--- src/rtl/dmem_arbiter_if.sv ---
// dmem_arbiter_if: groups the request/ack handshakes of both requesters and
// the data-memory bus. The slave modport is the arbiter's view; the master
// modport is the view of whatever drives the requests and models the memory.
interface dmem_arbiter_if;
  logic        a_req;
  logic [31:0] a_addr;
  logic [31:0] a_wdata;
  logic        a_we;
  logic [2:0]  a_funct3;
  logic        a_ack;
  logic [31:0] a_rdata;
  logic        a_err;

  logic        b_req;
  logic [31:0] b_addr;
  logic [31:0] b_wdata;
  logic        b_we;
  logic [2:0]  b_funct3;
  logic        b_ack;
  logic [31:0] b_rdata;
  logic        b_err;

  logic [31:0] mem_addr;
  logic [31:0] mem_wdata;
  logic [2:0]  mem_funct3;
  logic        mem_read;
  logic        mem_write;
  logic [31:0] mem_rdata;

  modport slave (
    input  a_req, a_addr, a_wdata, a_we, a_funct3,
    input  b_req, b_addr, b_wdata, b_we, b_funct3,
    input  mem_rdata,
    output a_ack, a_rdata, a_err,
    output b_ack, b_rdata, b_err,
    output mem_addr, mem_wdata, mem_funct3, mem_read, mem_write
  );

  modport master (
    output a_req, a_addr, a_wdata, a_we, a_funct3,
    output b_req, b_addr, b_wdata, b_we, b_funct3,
    output mem_rdata,
    input  a_ack, a_rdata, a_err,
    input  b_ack, b_rdata, b_err,
    input  mem_addr, mem_wdata, mem_funct3, mem_read, mem_write
  );
endinterface

--- src/rtl/dmem_arbiter.sv ---
// dmem_arbiter: shares the single-port data memory between the core LSU
// (port A) and a debug/DMA loader (port B). One access at a time runs through
// IDLE -> SERVE -> DONE; ties are broken round-robin.
// Optional feature: define DMEM_ARB_CORE_PRIO_EN to make port A win every tie
// (fixed priority); `last` is then still tracked but not consulted.
module dmem_arbiter #(
  parameter int DEPTH = 64
) (
  input  logic          clk,
  input  logic          rst,
  dmem_arbiter_if.slave bus,
  output logic          busy
);

  localparam logic [31:0] DEPTH_W = 32'(DEPTH);

  typedef enum logic [1:0] {
    IDLE  = 2'd0,
    SERVE = 2'd1,
    DONE  = 2'd2
  } state_t;

  state_t      state;
  state_t      state_next;
  logic        gnt;
  logic        gnt_next;
  logic        last;
  logic        winner;
  logic        err_pending;

  logic        a_ack_q;
  logic        b_ack_q;
  logic [31:0] a_rdata_q;
  logic [31:0] b_rdata_q;

  logic [31:0] sel_addr;
  logic [31:0] sel_wdata;
  logic [2:0]  sel_funct3;
  logic        sel_we;
  logic        in_range;
  logic [31:0] load_data;

  logic [31:0] mem_addr_c;
  logic [31:0] mem_wdata_c;
  logic [2:0]  mem_funct3_c;
  logic        mem_read_c;
  logic        mem_write_c;

  // Route the granted port's request fields and qualify its address range
  always_comb begin
    sel_addr   = gnt ? bus.b_addr   : bus.a_addr;
    sel_wdata  = gnt ? bus.b_wdata  : bus.a_wdata;
    sel_funct3 = gnt ? bus.b_funct3 : bus.a_funct3;
    sel_we     = gnt ? bus.b_we     : bus.a_we;
    in_range   = (sel_addr < DEPTH_W);
    load_data  = in_range ? bus.mem_rdata : 32'h0;
  end

  // Choose the port that would be granted if the sequencer were idle now
  always_comb begin
    winner = 1'b0;
    if (bus.a_req && bus.b_req) begin
`ifdef DMEM_ARB_CORE_PRIO_EN
      winner = 1'b0;
`else
      winner = ~last;
`endif
    end else if (bus.b_req) begin
      winner = 1'b1;
    end
  end

  // Sequencer state and grant register
  always_ff @(posedge clk) begin
    if (rst) begin
      state <= IDLE;
      gnt   <= 1'b0;
    end else begin
      state <= state_next;
      gnt   <= gnt_next;
    end
  end

  // Next-state logic and memory-side outputs; the bus is quiet outside SERVE
  always_comb begin
    state_next   = state;
    gnt_next     = gnt;
    mem_addr_c   = 32'h0;
    mem_wdata_c  = 32'h0;
    mem_funct3_c = 3'b000;
    mem_read_c   = 1'b0;
    mem_write_c  = 1'b0;
    unique case (state)
      IDLE: begin
        if (bus.a_req || bus.b_req) begin
          gnt_next   = winner;
          state_next = SERVE;
        end
      end
      SERVE: begin
        mem_addr_c   = sel_addr;
        mem_wdata_c  = sel_wdata;
        mem_funct3_c = sel_funct3;
        mem_read_c   = ~sel_we & in_range;
        mem_write_c  = sel_we & in_range;
        state_next   = DONE;
      end
      DONE: begin
        state_next = IDLE;
      end
      default: begin
        state_next = IDLE;
      end
    endcase
  end

  // Capture load data and raise the granted ack at the end of SERVE
  always_ff @(posedge clk) begin
    if (rst) begin
      a_ack_q     <= 1'b0;
      b_ack_q     <= 1'b0;
      a_rdata_q   <= 32'h0;
      b_rdata_q   <= 32'h0;
      err_pending <= 1'b0;
      last        <= 1'b1;
    end else begin
      a_ack_q <= 1'b0;
      b_ack_q <= 1'b0;
      if (state == SERVE) begin
        err_pending <= ~in_range;
        if (gnt) begin
          b_ack_q   <= 1'b1;
          b_rdata_q <= load_data;
        end else begin
          a_ack_q   <= 1'b1;
          a_rdata_q <= load_data;
        end
      end
      if (state == DONE) begin
        last <= gnt;
      end
    end
  end

  assign bus.a_ack      = a_ack_q;
  assign bus.b_ack      = b_ack_q;
  assign bus.a_rdata    = a_rdata_q;
  assign bus.b_rdata    = b_rdata_q;
  assign bus.a_err      = a_ack_q & err_pending;
  assign bus.b_err      = b_ack_q & err_pending;
  assign bus.mem_addr   = mem_addr_c;
  assign bus.mem_wdata  = mem_wdata_c;
  assign bus.mem_funct3 = mem_funct3_c;
  assign bus.mem_read   = mem_read_c;
  assign bus.mem_write  = mem_write_c;
  assign busy           = (state != IDLE);

endmodule

--- src/flat_wrapper.sv ---
// flat-port wrapper written by rule: the top's interface ports become plain ports
module dmem_arbiter_flat 
#(
  parameter int DEPTH = 64
)
  (clk, rst, busy, bus_a_req, bus_a_addr, bus_a_wdata, bus_a_we, bus_a_funct3, bus_b_req, bus_b_addr, bus_b_wdata, bus_b_we, bus_b_funct3, bus_mem_rdata, bus_a_ack, bus_a_rdata, bus_a_err, bus_b_ack, bus_b_rdata, bus_b_err, bus_mem_addr, bus_mem_wdata, bus_mem_funct3, bus_mem_read, bus_mem_write);
  dmem_arbiter_if bus_i ();
  input  logic clk;
  input  logic rst;
  output logic busy;
  input wire logic [$bits(bus_i.a_req)-1:0] bus_a_req;
  input wire logic [$bits(bus_i.a_addr)-1:0] bus_a_addr;
  input wire logic [$bits(bus_i.a_wdata)-1:0] bus_a_wdata;
  input wire logic [$bits(bus_i.a_we)-1:0] bus_a_we;
  input wire logic [$bits(bus_i.a_funct3)-1:0] bus_a_funct3;
  input wire logic [$bits(bus_i.b_req)-1:0] bus_b_req;
  input wire logic [$bits(bus_i.b_addr)-1:0] bus_b_addr;
  input wire logic [$bits(bus_i.b_wdata)-1:0] bus_b_wdata;
  input wire logic [$bits(bus_i.b_we)-1:0] bus_b_we;
  input wire logic [$bits(bus_i.b_funct3)-1:0] bus_b_funct3;
  input wire logic [$bits(bus_i.mem_rdata)-1:0] bus_mem_rdata;
  output wire logic [$bits(bus_i.a_ack)-1:0] bus_a_ack;
  output wire logic [$bits(bus_i.a_rdata)-1:0] bus_a_rdata;
  output wire logic [$bits(bus_i.a_err)-1:0] bus_a_err;
  output wire logic [$bits(bus_i.b_ack)-1:0] bus_b_ack;
  output wire logic [$bits(bus_i.b_rdata)-1:0] bus_b_rdata;
  output wire logic [$bits(bus_i.b_err)-1:0] bus_b_err;
  output wire logic [$bits(bus_i.mem_addr)-1:0] bus_mem_addr;
  output wire logic [$bits(bus_i.mem_wdata)-1:0] bus_mem_wdata;
  output wire logic [$bits(bus_i.mem_funct3)-1:0] bus_mem_funct3;
  output wire logic [$bits(bus_i.mem_read)-1:0] bus_mem_read;
  output wire logic [$bits(bus_i.mem_write)-1:0] bus_mem_write;
  assign bus_i.a_req = bus_a_req;
  assign bus_i.a_addr = bus_a_addr;
  assign bus_i.a_wdata = bus_a_wdata;
  assign bus_i.a_we = bus_a_we;
  assign bus_i.a_funct3 = bus_a_funct3;
  assign bus_i.b_req = bus_b_req;
  assign bus_i.b_addr = bus_b_addr;
  assign bus_i.b_wdata = bus_b_wdata;
  assign bus_i.b_we = bus_b_we;
  assign bus_i.b_funct3 = bus_b_funct3;
  assign bus_i.mem_rdata = bus_mem_rdata;
  assign bus_a_ack = bus_i.a_ack;
  assign bus_a_rdata = bus_i.a_rdata;
  assign bus_a_err = bus_i.a_err;
  assign bus_b_ack = bus_i.b_ack;
  assign bus_b_rdata = bus_i.b_rdata;
  assign bus_b_err = bus_i.b_err;
  assign bus_mem_addr = bus_i.mem_addr;
  assign bus_mem_wdata = bus_i.mem_wdata;
  assign bus_mem_funct3 = bus_i.mem_funct3;
  assign bus_mem_read = bus_i.mem_read;
  assign bus_mem_write = bus_i.mem_write;
  dmem_arbiter #(.DEPTH(DEPTH)) u_core (.clk(clk), .rst(rst), .bus(bus_i), .busy(busy));
endmodule
--- config.mk ---
export PLATFORM = sky130hd
export DESIGN_NAME = dmem_arbiter_flat
export DESIGN_NICKNAME = d
export VERILOG_FILES = /design/src/rtl/dmem_arbiter_if.sv /design/src/rtl/dmem_arbiter.sv /design/src/flat_wrapper.sv
export SDC_FILE = /design/constraint.sdc
export NUM_CORES = 1
export LEC_CHECK = 0
export ABC_CLOCK_PERIOD_IN_PS = 1800
export CAP_MARGIN = 20
export CELL_PAD_IN_SITES_DETAIL_PLACEMENT = 1
export CELL_PAD_IN_SITES_GLOBAL_PLACEMENT = 1
export CORE_MARGIN = 1
export CORE_UTILIZATION = 21
export CTS_BUF_LIST = sky130_fd_sc_hd__clkbuf_8 sky130_fd_sc_hd__clkbuf_16
export CTS_CLUSTER_SIZE = 10
export DETAILED_ROUTE_END_ITERATION = 10
export PLACE_DENSITY = 0.89
export SLEW_MARGIN = 10
export SYNTH_ARGS = -nofsm -noshare
export SYNTH_HDL_FRONTEND = slang
export SYNTH_SLANG_ARGS = --single-unit
--- constraint.sdc ---
create_clock -name clk -period 1.8 [get_ports clk]
set_input_delay 0.27 -clock clk [delete_from_list [all_inputs] [get_ports clk]]
set_output_delay 0.27 -clock clk [all_outputs]
set_load 0.02 [all_outputs]
==> impl_metrics.json, run 1 <==
{
  "violations": "setup timing",
  "die_w_um": 132,
  "worst-path-max-fanout": 3,
  "tightest_slew_ns": 1.04,
  "crit_type": "input pin to output port",
  "grt_start_max_net_pins": 67,
  "cp_top_family": "simple AND/OR/NAND/NOR gates",
  "worst_slack_ns": -0.373,
  "wl_per_cell_um": 20.1,
  "clockBufferDepth": 2,
  "cts.sinks": 71,
  "drt_pass1_iterations": 4,
  "nets": 856,
  "synth_cells": 354,
  "yosys.area_share.simple": 0.144,
  "worstPathArrival_ns": 1.90,
  "postSynth.asyncResetShare": 0,
  "worst_path_max_delay_cell": "clkdlybuf4s50_1",
  "rsz0062_at_grt": "yes",
  "ys_types": 26,
  "clk_pin_slew_ns": 0.06,
  "worstPathBufferInverterCount": 2,
  "start_util": 0.219,
  "fin_area_um2": 7580,
  "synth-compound-area-share": 0.203,
  "powerDensity_nw_per_um2": 625,
  "crit_cells": 6,
  "clk_latency_ns": 0.33,
  "regArea_um2": 1430,
  "status": "finished, violations left",
  "ys_top_cells_by_area": "dfxtp_1 40%, mux2i_1 19%, a32o_1 18%, nor2_1 8.1%, buf_6 1.9%",
  "vias": 4256,
  "htree_num_levels": 3,
  "synth_xor_area_frac": 0,
  "finalSetupTns_ns": -15.76,
  "worstRegToRegCells": 9,
  "cts-root-buf": "clkbuf_16",
  "io_buffers": 309,
  "ys_ff_latch": 71,
  "gp_congestion": 0.932,
  "finalSetupViolations": 89,
  "yosysTopAreaCell": "dfxtp_1",
  "antenna_found_initial": 0,
  "grt.total_usage": 0.199,
  "first_iter_violations": 118,
  "hp-class": "flop to flop",
  "synthTopCellsByCount": "76 x nor2_1, 71 x dfxtp_1, 68 x mux2i_1",
  "worstHoldStart": "u_core.bus.a_rdata[24]",
  "ios": 310,
  "rows": 46,
  "postPlaceCellArea_um2": 7030,
  "path_cells": "clkdlybuf4s50_1 > nor4_2 > nand4_1 > a221oi_4 > nor2b_2 > buf_4",
  "hold_viol": 0,
  "antenna_left": 0,
  "worstPathRequired_ns": 1.53,
  "n_fill_cell": 1774,
  "synthesis.nets": 526,
  "max_freq_ghz": 0.460,
  "cts_tree": "done",
  "grt-ovfl-total": 0,
  "drive_above_1_share": 0.160,
  "hold_buffers": 0,
  "dp_hpwl_um": 13400,
  "synth_adder_area_share": 0,
  "drt_wl_total_um": 18100,
  "synth_flop_cell": "dfxtp_1",
  "core_um2": 16100,
  "syn_area_um2": 3520,
  "endpoint_kind": "output port",
  "fp.dieH_um": 132,
  "drv_slew": 0,
  "area_growth_pct": 115,
  "multi_input_area_um2": 2060,
  "utilization": 0.470,
  "yosysWarningCount": 0,
  "n_antenna_cell": 0,
  "dieArea_um2": 17300,
  "start_kind": "input pin",
  "critPathLaunch": "bus_b_addr[21]",
  "synth_top_area_share": 0.404,
  "grt_pass1_vias": 4694,
  "leakagePower_nw": 3.03,
  "finalCriticalPeriod_ns": 2.17,
  "vias_per_cell": 4.70,
  "grt_first_pass_wirelength_um": 27000,
  "postSynthAreaPerCell_um2": 9.95,
  "yosysMostFrequentCell": "nor2_1",
  "post-place-ws_ns": -1.03,
  "synth_top_family_by_area": "compound AO/OA/AOI/OAI gates",
  "cp-endpoint": "bus_mem_write",
  "max_stage_delay_ns": 0.44,
  "drc": 0,
  "cts_buffers": 9,
  "synth_mux_area_frac": 0.193,
  "period_share": 1.21,
  "ir_drop_v": 0.000407,
  "ys_seq_area_frac": 0.404,
  "synth_edf_count": 0,
  "skew_ns": 0.00772,
  "reg2reg_from": "u_core.gnt",
  "reg2reg_slack_ns": -0.17,
  "relSlewSlack": 0.304,
  "drv_cap": 0,
  "rr_endpoint": "u_core.bus.b_rdata[1]"
}
==> sequential cells by signal, summed over array words and instances (netlist names) <==
register and cells:
u_core.bus.a_ack 1, u_core.bus.a_rdata 32, u_core.bus.b_ack 1, u_core.bus.b_rdata 32, u_core.err_pending 1, u_core.gnt 1, u_core.last 1, u_core.state 2
==> per-layer routing <==
metal	part of all wire	track usage	routed length, µm
met1	0.39	0.217	7110
met2	0.53	0.369	9630
met3	0.058	0.0525	1050
met4	0.020	0.0633	359
met5	0	0	0
==> worst min path at each step <==
stage	endpoint	slack (ns)	depth (start not counted)
after floorplan	u_core.state[0]	0.42	2
after global placement	u_core.bus.a_rdata[31]	0.45	1
after detailed placement	u_core.bus.a_rdata[24]	0.45	1
after CTS	u_core.bus.a_rdata[28]	0.47	1
after global routing	u_core.bus.a_rdata[24]	0.48	1
final	u_core.bus.a_rdata[24]	0.46	1
==> layout make-up <==
class / instances / share of cell area
Clock inverter: 6 / 0.0112
Inverter: 1 / 0.000495
Sequential cell: 71 / 0.188
Tap cell: 216 / 0.0357
Clock buffer: 10 / 0.0315
Multi-Input combinational cell: 247 / 0.272
Timing Repair Buffer: 354 / 0.462
==> power by group <==
group	switching (mW)	leakage (nW)	internal, mW	total, mW
Sequential	0.0111	0.573	1.58	1.59
Combinational	0.591	2.30	0.645	1.24
Clock	0.661	0.160	1.24	1.91
Total	1.26	3.03	3.47	4.74
==> per-stage QoR <==
stage	hold WS, ns	power [mW]	std cells
5_1_grt	0.476	4.93	905
6_report	0.462	4.73	905
4_1_cts	0.467	4.77	900
2_1_floorplan	0.422	2.10	354
3_3_place_gp	0.446	2.83	876
3_5_place_dp	0.453	2.87	876
==> layout by cell type, fill, tap and decap left out, drive strengths merged <==
master / netlist / layout
mux2i: 68 / 68
nand2b: 1 / 1
a32oi: 1 / 1
dfxtp: 71 / 71
bufinv: 0 / 2
nor2b: 4 / 4
clkinv: 0 / 2
a21oi: 3 / 4
buf: 19 / 49
bufbuf: 0 / 1
inv: 1 / 2
nand2: 2 / 2
and2: 4 / 4
a221oi: 1 / 1
clkdlybuf4s15: 0 / 5
nor4b: 2 / 2
o21ai: 1 / 1
a32o: 64 / 64
dlymetal6s2s: 0 / 6
clkinvlp: 0 / 1
clkbuf: 17 / 20
nor4: 8 / 8
a211o: 1 / 1
dlygate4sd2: 0 / 70
nor2: 76 / 76
clkdlybuf4s50: 0 / 213
nor3: 6 / 6
nand4: 4 / 4
==> kinds of logic (layout without fill, tap and decap cells) <==
| group | after synthesis | after routing |
|---|---|---|
| AOI/OAI and AO/OA | 71 | 72 |
| buffers and inverters | 37 | 371 |
| muxes | 68 | 68 |
| and+or+nand+nor | 107 | 107 |
| DFF | 71 | 71 |
==> what timing repair did <==
item	in CTS	in global routing
setup endpoints to repair	134	131
setup buffers	7	3
cloned	3	2
pin swaps	16	4
resized for setup	146	33
(Power assumes the default switching activity.)
==> run 2, diff against run 1 <==
--- a/config.mk
+++ b/config.mk
@@ -5,13 +5,12 @@
 export SDC_FILE = /design/constraint.sdc
 export NUM_CORES = 1
 export LEC_CHECK = 0
-export ABC_CLOCK_PERIOD_IN_PS = 1800
+export ABC_CLOCK_PERIOD_IN_PS = 2100
 export CAP_MARGIN = 20
 export CELL_PAD_IN_SITES_DETAIL_PLACEMENT = 1
 export CELL_PAD_IN_SITES_GLOBAL_PLACEMENT = 1
 export CORE_MARGIN = 1
 export CORE_UTILIZATION = 21
-export CTS_BUF_LIST = sky130_fd_sc_hd__clkbuf_8 sky130_fd_sc_hd__clkbuf_16
 export CTS_CLUSTER_SIZE = 10
 export DETAILED_ROUTE_END_ITERATION = 10
 export PLACE_DENSITY = 0.89
@@ -19,3 +18,4 @@
 export SYNTH_ARGS = -nofsm -noshare
 export SYNTH_HDL_FRONTEND = slang
 export SYNTH_SLANG_ARGS = --single-unit
+export TNS_END_PERCENT = 100
==> constraint.sdc (replaced) <==
create_clock -name clk -period 2.1 [get_ports clk]
set_input_delay 0.315 -clock clk [delete_from_list [all_inputs] [get_ports clk]]
set_output_delay 0.315 -clock clk [all_outputs]
set_load 0.02 [all_outputs]
==> run 2 against run 1 <==
The flow still finishes with violations (setup timing); cell count increased by 0.77%; sequential share of layout area rose by 0.13 points; design area shrank 0.68%; total power decreased by 16%; global-route usage up 0.19 points; register-to-register slack improved by 0.34 ns; die area did not move; critical path depth is the same; via count rose by 2.9%; sequential cell count is the same; clock-buffer cell count grew 2; worst setup slack better by 0.14 ns; highest routed layer unchanged.
==> impl_metrics.json, run 2 (synthesis gave the netlist of run 1 again) <==
{
  "status": "finished, violations left",
  "violations": "setup timing",
  "io_buffers": 309,
  "grt_start_max_net_pins": 67,
  "n_fill_cell": 1778,
  "worstPathRequired_ns": 1.78,
  "cts_buffers": 9,
  "worst-path-max-fanout": 3,
  "hold_buffers": 0,
  "finalCriticalPeriod_ns": 2.33,
  "htree_num_levels": 3,
  "drt_pass1_iterations": 4,
  "period_share": 1.11,
  "nets": 864,
  "grt_pass1_vias": 4754,
  "max_stage_delay_ns": 0.43,
  "start_kind": "input pin",
  "wl_met1_um": 7110,
  "drc": 0,
  "antenna_found_initial": 0,
  "ios": 310,
  "drt_wl_total_um": 17900,
  "core_um2": 16100,
  "grt_first_pass_wirelength_um": 27400,
  "hold_viol": 0,
  "post_layout_nonfiller_instances": 912,
  "clockBufferDepth": 2,
  "worstPathArrival_ns": 2.02,
  "tightest_slew_ns": 0.986,
  "wl_per_cell_um": 19.6,
  "relSlewSlack": 0.341,
  "rsz0062_at_grt": "yes",
  "drv_slew": 0,
  "cts-root-buf": "clkbuf_16",
  "worstHoldStart": "u_core.bus.a_rdata[4]",
  "dieArea_um2": 17300,
  "hold_depth": 1,
  "utilization": 0.467,
  "hold_end": "u_core.bus.a_rdata[4]",
  "finalSetupTns_ns": -0.449,
  "first_iter_violations": 89,
  "antenna_left": 0,
  "skew_ns": 0.00279,
  "reg2reg_slack_ns": 0.17,
  "fin_area_um2": 7530,
  "start_util": 0.219,
  "wl_met3_um": 1010,
  "vias": 4378,
  "most-common-layout-cells": "217 x clkdlybuf4s50_1, 73 x nor2_1, 70 x dfxtp_1",
  "final_common_cell": "clkdlybuf4s50_1",
  "top_layer": "met4",
  "fp.dieH_um": 132,
  "clk_latency_ns": 0.32,
  "wl_met2_um": 9420,
  "dp.cells": 874,
  "grt-ovfl-total": 0,
  "worst_path_max_delay_cell": "clkdlybuf4s50_1",
  "vias_per_cell": 4.80,
  "grt.total_usage": 0.201,
  "ir_drop_v": 0.000330,
  "critPathLaunch": "bus_b_addr[30]",
  "endpoint_kind": "output port",
  "die_w_um": 132,
  "reg2reg_from": "u_core.gnt",
  "area_growth_pct": 114,
  "drv_cap": 0,
  "postPlaceCellArea_um2": 7000,
  "crit_cells": 6,
  "dp_hpwl_um": 13500,
  "leakagePower_nw": 3.07,
  "gp_congestion": 0.919,
  "rows": 46,
  "worstPathBufferInverterCount": 2,
  "max_freq_ghz": 0.429,
  "cp_top_family": "simple AND/OR/NAND/NOR gates",
  "powerDensity_nw_per_um2": 525,
  "worst_slack_ns": -0.230,
  "crit_type": "input pin to output port",
  "clk_pin_slew_ns": 0.05,
  "rr_endpoint": "u_core.bus.a_rdata[11]",
  "cts.sinks": 71,
  "path_cells": "clkdlybuf4s50_1 > nor4_1 > nand4_1 > a221oi_4 > nor2b_1 > buf_4",
  "drive_above_1_share": 0.167,
  "cts_tree": "done",
  "hp-class": "flop to flop",
  "worstRegToRegCells": 9,
  "n_antenna_cell": 0,
  "finalSetupViolations": 3
}
## run 2: cell type report
class,count,area [µm²],share of cell area
flip-flops and latches,71,1430,0.189
multi-input cells,246,2040,0.271
repair buffers,363,3490,0.464
clock buffers,12,256,0.0341
clock inverters,3,42.5,0.00565
well taps,216,270,0.0359
inverters,1,3.75,0.000499
## run 2: timing repair
item                                   4_1_cts  5_1_grt
endpoints found under the hold margin        0        0
setup endpoints to repair                   69       17
gates cloned                                 1        0
buffers inserted                            14        8
resized for setup                          117       66
pin swaps                                   11       13
## run 2: per-stage QoR
step                      worst slack [ns]  power [mW]  hold slack (ns)
after global placement              -0.727        2.42            0.445
after CTS                           -0.199        3.99            0.471
final                               -0.230        3.95            0.467
after floorplan                      0.216        1.80            0.467
after global routing                -0.271        4.12            0.485
after detailed placement            -0.782        2.45            0.458
## run 2: how the worst max path moves through the flow
stage	to	slack [ns]
global placement	bus_mem_write	-0.73
floorplan	bus_mem_write	0.22
finish	bus_mem_write	-0.23
CTS	bus_mem_write	-0.20
detailed placement	bus_mem_write	-0.78
global route	bus_mem_write	-0.27
## run 2: layer usage
layer / vias up / GRT usage
met1: 2152 / 0.218
met2: 175 / 0.374
met5: - / 0
li1: 2022 / -
met4: 0 / 0.0640
met3: 29 / 0.0521
## run 2: where the power goes
part / switching [mW] / total (mW) / internal [mW] / leakage (nW)
clock network: 0.545 / 1.52 / 0.975 / 0.145
logic: 0.511 / 1.07 / 0.559 / 2.35
registers: 0.00736 / 1.36 / 1.36 / 0.573
